$ cat src/rtl/win_line_rom.sv
// The eight winning lines of a 3x3 board as cell-index triples.
module win_line_rom (
    input  logic [2:0] line_idx,
    output logic [3:0] cell_a,
    output logic [3:0] cell_b,
    output logic [3:0] cell_c
);

    always_comb begin
        case (line_idx)
            3'd0:    {cell_a, cell_b, cell_c} = {4'd0, 4'd1, 4'd2};
            3'd1:    {cell_a, cell_b, cell_c} = {4'd3, 4'd4, 4'd5};
            3'd2:    {cell_a, cell_b, cell_c} = {4'd6, 4'd7, 4'd8};
            3'd3:    {cell_a, cell_b, cell_c} = {4'd0, 4'd3, 4'd6};
            3'd4:    {cell_a, cell_b, cell_c} = {4'd1, 4'd4, 4'd7};
            3'd5:    {cell_a, cell_b, cell_c} = {4'd2, 4'd5, 4'd8};
            3'd6:    {cell_a, cell_b, cell_c} = {4'd0, 4'd4, 4'd8};
            default: {cell_a, cell_b, cell_c} = {4'd2, 4'd4, 4'd6};
        endcase
    end

endmodule

$ cat config.mk
export PLATFORM = sky130hd
export DESIGN_NAME = win_line_rom
export DESIGN_NICKNAME = d
export VERILOG_FILES = /design/src/rtl/win_line_rom.sv
export SDC_FILE = /design/constraint.sdc
export NUM_CORES = 1
export LEC_CHECK = 0
export ABC_AREA = 1
export CAP_MARGIN = 20
export CELL_PAD_IN_SITES_DETAIL_PLACEMENT = 0
export CELL_PAD_IN_SITES_GLOBAL_PLACEMENT = 1
export CORE_AREA = 2 2 39 41
export DETAILED_ROUTE_END_ITERATION = 10
export DIE_AREA = 0 0 41 43
export PLACE_DENSITY = 0.73
export SLEW_MARGIN = 20
export SYNTH_ARGS = -nofsm -noshare
export SYNTH_HDL_FRONTEND = slang
export SYNTH_SLANG_ARGS = --single-unit
$ cat constraint.sdc
create_clock -name vclk -period 0.86
set_input_delay 0.172 -clock vclk [all_inputs]
set_output_delay 0.172 -clock vclk [all_outputs]
set_load 0.05 [all_outputs]
==> flow_summary_export.csv <==
group,metric,value,unit
outcome,outcome,"finished with violations",
outcome,violations,"setup timing",
synthesis,postSynthCellCount,35,
pwr,p_total,540.6,uW
drt,drc_errors,0,
floorplanning,core-area,1384,um2
setup_path,critPathLaunch,"line_idx[1]",
finish,final_common_cell,"buf_12",
grt,use_met1,10.13,%
drt,vias_per_cell,3.875,
setup_path,cpMaxStageDelayCell,"nand3b_1",
setup_path,cp.depth,5,
synthesis,synthMuxAreaShare,0,%
grt,grt_usage,7.193,%
sta,grt_setup_unrepaired,"yes",
drt,vias,279,
finish,seq_cell_count,0,
finish,utilization,51.81,%
setup_path,critPathLaunchType,"input port",
grt,grt-ovfl-total,0,
finish,drive_above_1_share,89.29,%
synthesis,synth_area,193.9,um2
finish,areaGrowthSynthToFinish,269.7,%
sta,timing.fmax,896.3,MHz
floorplanning,initial_core_util,14.01,%
finish,seqCellArea,0,um2
synthesis,synth_top_family_by_area,"adder cells",
clocking,postCtsHoldBufs,0,
pwr,peakVddDrop,0.3762,mV
drt,ant_nets,0,
synthesis,synth-xor-area-share,0,%
setup_path,cp-end-kind,"primary output",
setup_path,max_stage_delay,0.19,ns
grt,grt_max_degree,6,
drt,wirelength,583,um
sta,slew_violations,0,
floorplanning,die_area,1763,um2
setup_path,arrival,0.94,ns
setup_path,critPathRequiredTime,0.69,ns
grt,grt_pass1_vias,267,
finish,layout.nets,66,
drt,wl_per_cell,8.097,um
synthesis,synth.distinct_cells,11,
grt,antenna_found_initial,0,
setup_path,cp_max_fo,3,
floorplanning,rows,14,
hold_path,hold_path.class,"input port to primary output",
sta,layout_setup_ws,-0.2556,ns
placement,gp_congestion,0.6154,
setup_path,worstSetupPathType,"input port to primary output",
pwr,p_per_area,754.1,nW/um2
flow_run,cap_violations,0,
synthesis,synth_compound_area_share,10.32,%
sta,fin_crit_sh,129.7,%
synthesis,synth-simple-area-share,32.26,%
grt,grt_pass1_wl,972,um
finish,clkbuf_count,0,
drt,first_pass_iters,2,
floorplanning,ios,15,
grt,busiest_layer,"met2",
setup_path,path_buf_inv,3,
synthesis,ys_warn_count,0,
drt,drt_iter0_markers,2,
finish,n_antenna_cell,0,
grt,grtUsageMet2,12.50,%
finish,final_cell_mix,"buf_12 (11), nand2_2 (5), ha_4 (5), buf_6 (5)",
sta,hold_violations,0,
floorplanning,die_x,41,um
placement,dp_hpwl,487.4,um
grt,use_met3,0,%
setup_path,path_delay_family,"buffers and inverters",
placement,port_buffers,13,
sta,min_period,1.116,ns
sta,setup_viol,10,
synthesis,synth_seq_area_share,0,%
setup_path,crit_end,"cell_c[2]",
synthesis,synth_adder_area_share,32.26,%
floorplanning,die_height,43,um
setup_path,crit_chain,"buf_8, buf_6, ha_4, nand3b_1, buf_12",
pwr,leakage,0.0003199,uW
synthesis,synth_area_per_cell,5.541,um2
## worst min-delay path by stage
stage	from	end	cells past startpoint
6_report	line_idx[0]	cell_c[3]	4
2_1_floorplan	line_idx[2]	cell_a[2]	1
3_5_place_dp	line_idx[2]	cell_c[3]	4
3_3_place_gp	line_idx[2]	cell_c[3]	4
4_1_cts	line_idx[1]	cell_a[1]	5
5_1_grt	line_idx[2]	cell_c[3]	4
## per-layer routing
layer  vias up  part of all wire [%]
li1        142                     -
met1       127                    33
met2        10                    61
met3         0                   5.7
met4         0                     0
met5         -                     0
## cell families (layout without fill, tap and decap cells)
kind of cell,Yosys count,in the layout
simple gates,15,15
buf+inv,10,30
other cells,1,2
fa+ha+maj,5,5
compound gates,4,4
## timing repair
item,in CTS,in global routing
resized for setup,29,20
buffers inserted,2,1
gates cloned,0,0
pin swaps,6,11
setup endpoints to repair,10,10
## power by group
| part | total, uW | switching (uW) | internal (uW) |
|---|---|---|---|
| sequential | 0 | 0 | 0 |
| combinational | 541 | 290 | 251 |
| clock | 0 | 0 | 0 |
| total | 541 | 290 | 251 |
## per-stage QoR
| stage | setup slack, ns | instances | TNS [ns] | hold WS (ns) | area (um2) |
|---|---|---|---|---|---|
| 2_1_floorplan | -0.3128 | 36 | -1.359 | 0.3994 | 287.8 |
| 3_3_place_gp | -0.8069 | 70 | -7.378 | 1.236 | 575.6 |
| 3_5_place_dp | -0.8111 | 70 | -7.436 | 1.224 | 575.6 |
| 4_1_cts | -0.3580 | 72 | -3.056 | 0.8987 | 661.9 |
| 5_1_grt | -0.2932 | 72 | -2.431 | 0.8130 | 716.9 |
| 6_report | -0.2556 | 72 | -2.106 | 0.7988 | 716.9 |
## cells in the mapped netlist, drive strengths merged
cell type	n	share of area [%]
nand2	10	19
inv	8	15
ha	5	32
a21oi	2	5.2
buf	2	7.7
nand3	2	5.2
nor2	2	3.9
o21ai	2	5.2
conb	1	1.9
nand3b	1	3.9
## cell type report
cell class / count / area (um2)
Timing Repair Buffer: 22 / 326.6
Inverter: 8 / 58.81
Fill cell: 130 / 666.9
Tap cell: 16 / 20.02
Multi-Input combinational cell: 26 / 311.5
Power figures use the tool's default switching activity.
